$ cat src/rtl/alu181_sequencer_pkg.sv
// Shared definitions for the ALU181 command sequencer: FSM state encoding,
// settle-counter width and the commonly used ALU181 function selects.
package alu181_sequencer_pkg;

  typedef enum logic [1:0] {
    ST_IDLE = 2'd0,
    ST_WAIT = 2'd1,
    ST_RESP = 2'd2
  } state_e;

  // Wide enough for the largest legal settle time (15 cycles).
  localparam int CNT_W = 4;

  // Logic-mode (M=1) selects.
  localparam logic [3:0] SEL_NOTA = 4'b0000;
  localparam logic [3:0] SEL_XOR  = 4'b0110;
  localparam logic [3:0] SEL_AND  = 4'b1011;
  localparam logic [3:0] SEL_OR   = 4'b1110;
  // Arithmetic-mode (M=0) select.
  localparam logic [3:0] SEL_ADD  = 4'b1001;

endpackage

$ cat src/rtl/alu181_sequencer.sv
// Command-side sequencer for a combinational ALU181: registers the ALU inputs,
// waits SETTLE_CYC cycles, captures F and returns it over a valid/ready handshake.
module alu181_sequencer
  import alu181_sequencer_pkg::*;
#(
  parameter int W          = 8,
  parameter int SETTLE_CYC = 2   // legal range 1..15
) (
  input  logic         clk,
  input  logic         rst,
  input  logic         cmd_valid,
  output logic         cmd_ready,
  input  logic [W-1:0] cmd_a,
  input  logic [W-1:0] cmd_b,
  input  logic         cmd_m,
  input  logic         cmd_cn,
  input  logic [3:0]   cmd_sel,
  input  logic         cmd_use_acc,
  output logic [W-1:0] alu_a,
  output logic [W-1:0] alu_b,
  output logic         alu_m,
  output logic         alu_cn,
  output logic [3:0]   alu_sel,
  input  logic [W-1:0] alu_f,
  output logic         rsp_valid,
  input  logic         rsp_ready,
  output logic [W-1:0] rsp_f,
  output logic [W-1:0] acc,
  output logic [7:0]   op_count
);

  localparam logic [CNT_W-1:0] CNT_LOAD = CNT_W'(SETTLE_CYC - 1);

  state_e             state_q,     state_d;
  logic [CNT_W-1:0]   cnt_q,       cnt_d;
  logic [W-1:0]       alu_a_q,     alu_a_d;
  logic [W-1:0]       alu_b_q,     alu_b_d;
  logic               alu_m_q,     alu_m_d;
  logic               alu_cn_q,    alu_cn_d;
  logic [3:0]         alu_sel_q,   alu_sel_d;
  logic               rsp_valid_q, rsp_valid_d;
  logic [W-1:0]       rsp_f_q,     rsp_f_d;
  logic [W-1:0]       acc_q,       acc_d;
  logic [7:0]         op_count_q,  op_count_d;

  // Only combinational output; masked by reset so nothing is accepted while rst is high.
  assign cmd_ready = (state_q == ST_IDLE) && !rst;

  always_comb begin
    // NOTE: every _d defaults to its _q first so no path leaves a value unassigned
    // (which would infer a latch); the case below only lists what changes.
    state_d     = state_q;
    cnt_d       = cnt_q;
    alu_a_d     = alu_a_q;
    alu_b_d     = alu_b_q;
    alu_m_d     = alu_m_q;
    alu_cn_d    = alu_cn_q;
    alu_sel_d   = alu_sel_q;
    rsp_valid_d = rsp_valid_q;
    rsp_f_d     = rsp_f_q;
    acc_d       = acc_q;
    op_count_d  = op_count_q;

    unique case (state_q)
      ST_IDLE: begin
        if (cmd_valid) begin
          alu_a_d   = cmd_use_acc ? acc_q : cmd_a;
          alu_b_d   = cmd_b;
          alu_m_d   = cmd_m;
          alu_cn_d  = cmd_cn;
          alu_sel_d = cmd_sel;
          cnt_d     = CNT_LOAD;
          state_d   = ST_WAIT;
        end
      end
      ST_WAIT: begin
        if (cnt_q == '0) begin
          rsp_f_d     = alu_f;
          acc_d       = alu_f;
          rsp_valid_d = 1'b1;
          state_d     = ST_RESP;
        end else begin
          cnt_d = cnt_q - 1'b1;
        end
      end
      ST_RESP: begin
        if (rsp_ready) begin
          rsp_valid_d = 1'b0;
          op_count_d  = op_count_q + 8'd1;
          state_d     = ST_IDLE;
        end
      end
      default: state_d = ST_IDLE;
    endcase
  end

  // NOTE: all state updates use non-blocking assignments so every flop samples
  // the pre-edge values regardless of statement order.
  always_ff @(posedge clk) begin
    if (rst) begin
      state_q     <= ST_IDLE;
      cnt_q       <= '0;
      alu_a_q     <= '0;
      alu_b_q     <= '0;
      alu_m_q     <= 1'b0;
      alu_cn_q    <= 1'b0;
      alu_sel_q   <= '0;
      rsp_valid_q <= 1'b0;
      rsp_f_q     <= '0;
      acc_q       <= '0;
      op_count_q  <= '0;
    end else begin
      state_q     <= state_d;
      cnt_q       <= cnt_d;
      alu_a_q     <= alu_a_d;
      alu_b_q     <= alu_b_d;
      alu_m_q     <= alu_m_d;
      alu_cn_q    <= alu_cn_d;
      alu_sel_q   <= alu_sel_d;
      rsp_valid_q <= rsp_valid_d;
      rsp_f_q     <= rsp_f_d;
      acc_q       <= acc_d;
      op_count_q  <= op_count_d;
    end
  end

  assign alu_a     = alu_a_q;
  assign alu_b     = alu_b_q;
  assign alu_m     = alu_m_q;
  assign alu_cn    = alu_cn_q;
  assign alu_sel   = alu_sel_q;
  assign rsp_valid = rsp_valid_q;
  assign rsp_f     = rsp_f_q;
  assign acc       = acc_q;
  assign op_count  = op_count_q;

endmodule
$ cat config.mk
export PLATFORM = sky130hd
export DESIGN_NAME = alu181_sequencer
export DESIGN_NICKNAME = d
export VERILOG_FILES = /design/src/rtl/alu181_sequencer_pkg.sv /design/src/rtl/alu181_sequencer.sv
export SDC_FILE = /design/constraint.sdc
export NUM_CORES = 1
export LEC_CHECK = 0
export BUFFER_PORTS_ARGS = -buffer_cell sky130_fd_sc_hd__buf_2
export CORE_MARGIN = 2
export CORE_UTILIZATION = 27
export CTS_BUF_LIST = sky130_fd_sc_hd__clkbuf_4 sky130_fd_sc_hd__clkbuf_8 sky130_fd_sc_hd__clkbuf_16
export DETAILED_ROUTE_END_ITERATION = 16
export GPL_TIMING_DRIVEN = 0
export PLACE_DENSITY = 0.6
export SLEW_MARGIN = 20
export SYNTH_ARGS = -nofsm -noshare
export SYNTH_HDL_FRONTEND = slang
export SYNTH_SLANG_ARGS = --single-unit
$ cat constraint.sdc
create_clock -name clk -period 4.1 [get_ports clk]
set_clock_uncertainty 0.15 [all_clocks]
set_input_delay 0.41 -clock clk [delete_from_list [all_inputs] [get_ports clk]]
set_output_delay 0.41 -clock clk [all_outputs]
set_load 0.01 [all_outputs]
==> impl_results.md <==
- Vias: roughly 1,800
- N_diodes: 0
- CP dominant cell by count: buf_2
- Final core utilization: 0.3752
- Cell Chain, Critical Path: buf_2, clkbuf_1, buf_1, nor3_1, buf_2
- DP Cell Count: roughly 400
- PostCTS Resize Cnt: 0
- Switch share: 0.3158
- Net count reported at finish: 351
- Synth area leader: dfxtp_1
- Later-pin clock latency in the skew report: ~300 ps
- Worst Tran Pin Value: ~600 ps
- Seq/Total Area, Yosys: 0.4618
- Grt ovf: 0
- Synthesized area per cell: between 8 and 9 um^2
- # IOs: 83
- Syn Nets: 263
- Gr busiest metal: met2
- Vias per cell: 4.463
- CTS Sinks: between 40 and 50
- Setup TNS: 0 ps
- Worst Setup End Kind: primary output
- Part of the power in registers: 0.434
- Critical Path AT: 1580 ps
- Die Width: slightly below 90 um
- CTS Hold Bufs: 0
- Status: completed
- Commonest non-fill, non-tap cell in the layout: buf_2
- Post-Layout Cell Count: 410
- Number of CTS-inserted buffers: 5
- Yosys Warn Count: 0
- CTS tree: done
- Comb pwr share: 0.280
- Fin. Hold Viols: 0
- Crit-path max FO: 10
- Avg WL per Cell: roughly 12 um
- RR Endpoint: acc[7]
- Multi-input logic area: about 890 um^2
- Dominant cells by area after synthesis: dfxtp_1, a21oi_1, nand2_1
- Worst R2R Start: cnt_q[0]
- Max Fclk: between 400 and 500 MHz
- Synthesized flop and latch total: 45
- Total routed wirelength: 4.907 mm
- Most frequent cells in the layout: buf_2, dfxtp_1, nand2_1
- Residual DRC count: 0
- Routability congestion estimate: slightly below 0.8
- Critical Path Start: rst
- R2R depth: 6
- Slew Viols, Final: 0
- Post-Syn Area: roughly 0.0020 mm^2
- Sw power: roughly 380 uW
- Netlist cell types: 35
- Die ar.: approximately 0.0079 mm^2
- Longest Clk Path Bufs: 2
- Largest net degree at the start of global routing: 15
- Unrepaired setup endpoints after global routing: false
- HP Class: in2reg
- Req. time, crit path: 3540 ps
- Register area: ~900 um^2
- Grt met3 use: 0.03139
- Max Cap Viol: 0
- Die Y: 89.00 um
- CP endpoint: cmd_ready
- Number of DRC markers in iteration 0: between 60 and 70
- Clk root buf: clkbuf_8
- Final setup vio count: 0
- Worst path max stage delay: ~450 ps
- Fillers: about 760
- Initial DRT Pass Iterations: 4
- H-Tree Depth: 2
- Power per cell area: about 460 mW/mm^2
- Clock power frac: 0.286
- Vias in the first global route: approximately 1,600
- IO buf count: between 80 and 90
- Internal power: around 820 uW
- Share of layout cells above drive strength 1: 0.3439
- GRT met2 Usage: 0.2185
- Startpoint Class: input pin
- R2R setup slack: 2290 ps
- Remaining antenna violation count: 0
- Worst ir drop on vdd: 135.4 uV
- Crit path time final: about 2100 ps
- Leak Pwr: 1.196 nW
- Rows: 30
- Clk slew on worst S/H paths: approximately 90 ps
- Top-area cell type share of the netlist area: 0.4618
- HPWL after DPL: 3.746 mm
- CP Class: in2out
- Crit-path slowest cell: buf_1
- Area of the core: roughly 0.0069 mm^2
- Mapped Cells: around 230
- P&R area growth vs syn: 32.84%
- Slew margin rel.: 0.5904
- Initial core utilization: 0.2824
- Period utilisation layout: 0.5222
- Total Routing Usage GR: 0.1242
- Antenna violations before repair: 0
- First-pass GRT wire length: ~7.6 mm
- Postcts setup bufs: 0
- Grt met1 use: 0.1474
worst max-delay path: cells and delay by family:
family | cells | cell delay (ps)
AND/OR/NAND/NOR | 1 | 100
buffers and inverters | 4 | 1080
state kept, by name, summed over array words and instances (netlist names):
signal     flops
alu_sel        4
cnt_q          4
op_count       8
alu_a          8
rsp_valid      1
alu_m          1
alu_b          8
alu_cn         1
acc            8
state_q        2
cell families (layout without fill, tap and decap cells):
kind of cell | after synthesis | in the layout | synth area share
muxes | 10 | 10 | 0.05196
xor gates and xnor gates | 2 | 2 | 0.008982
buffers and inverters | 31 | 120 | 0.08210
adders and majority gates | 3 | 3 | 0.01925
and+or+nand+nor | 77 | 77 | 0.2033
DFF | 45 | 45 | 0.4618
AOI/OAI and AO/OA | 57 | 57 | 0.1725
final cells by class:
| type | count | area share |
|---|---|---|
| sequential | 45 | 0.3477 |
| multi-input combinational | 149 | 0.3433 |
| timing repair buffer | 81 | 0.1564 |
| buffer | 25 | 0.05311 |
| tap | 96 | 0.04635 |
| clock buffer | 6 | 0.02945 |
| clock inverter | 2 | 0.01497 |
| inverter | 6 | 0.008691 |
worst min-delay path by stage:
stage	startpoint	to	slack (ps)	cells after the start
6_report	cmd_b[0]	alu_b[0]	190	3
3_3_place_gp	alu_sel[3]	alu_sel[3]	290	2
2_1_floorplan	alu_b[0]	alu_b[0]	330	2
3_5_place_dp	alu_b[6]	alu_b[6]	290	2
4_1_cts	cmd_b[1]	alu_b[1]	180	3
5_1_grt	cmd_sel[0]	alu_sel[0]	190	3
metrics by stage:
step	instance area, um^2	setup WS [ps]	total power, mW	hold WS, ps
after detailed placement	2476	1927	0.8726	293.3
after floorplan	1951	2422	0.7546	330.5
after CTS	2591	1924	1.219	177.2
after global routing	2591	1855	1.283	185.8
final	2591	1959	1.203	188.0
after global placement	2476	1925	0.8675	289.7
routing by layer:
metal  up-vias  share of wire
met5         -              0
met2        38           0.48
met1       832           0.46
met3         7          0.056
met4         0          0.011
li1        953              -
power groups by stage:
stage | logic [mW] | registers [mW] | clock network, mW
2_1_floorplan | 0.210 | 0.545 | 0
3_3_place_gp | 0.335 | 0.532 | 0
3_5_place_dp | 0.340 | 0.533 | 0
4_1_cts | 0.340 | 0.523 | 0.356
5_1_grt | 0.378 | 0.530 | 0.374
6_report | 0.336 | 0.522 | 0.344
Yosys cell counts:
| library cell | n |
|---|---|
| dfxtp_1 | 45 |
| nand2_1 | 32 |
| a21oi_1 | 30 |
| nor2_1 | 12 |
| o21ai_0 | 11 |
| a211oi_1 | 10 |
| clkbuf_1 | 10 |
| buf_4 | 9 |
| mux2i_1 | 9 |
| nand3_1 | 9 |
| inv_1 | 6 |
| or3_1 | 4 |
| or4_1 | 4 |
| buf_1 | 3 |
| ha_1 | 3 |
| nor3_1 | 3 |
| o31ai_1 | 3 |
| or3b_2 | 3 |
| buf_2 | 2 |
| nor2b_1 | 2 |
| buf_6 | 1 |
| mux2_2 | 1 |
| nand2b_1 | 1 |
| nand3b_4 | 1 |
| nand4_1 | 1 |
| nand4b_1 | 1 |
| nor3b_1 | 1 |
| nor3b_2 | 1 |
| nor4_1 | 1 |
| nor4bb_1 | 1 |
| o211ai_1 | 1 |
| o21a_1 | 1 |
| o21bai_4 | 1 |
| xnor2_1 | 1 |
| xor2_1 | 1 |
No activity file was read; power rests on OpenSTA's default activity.
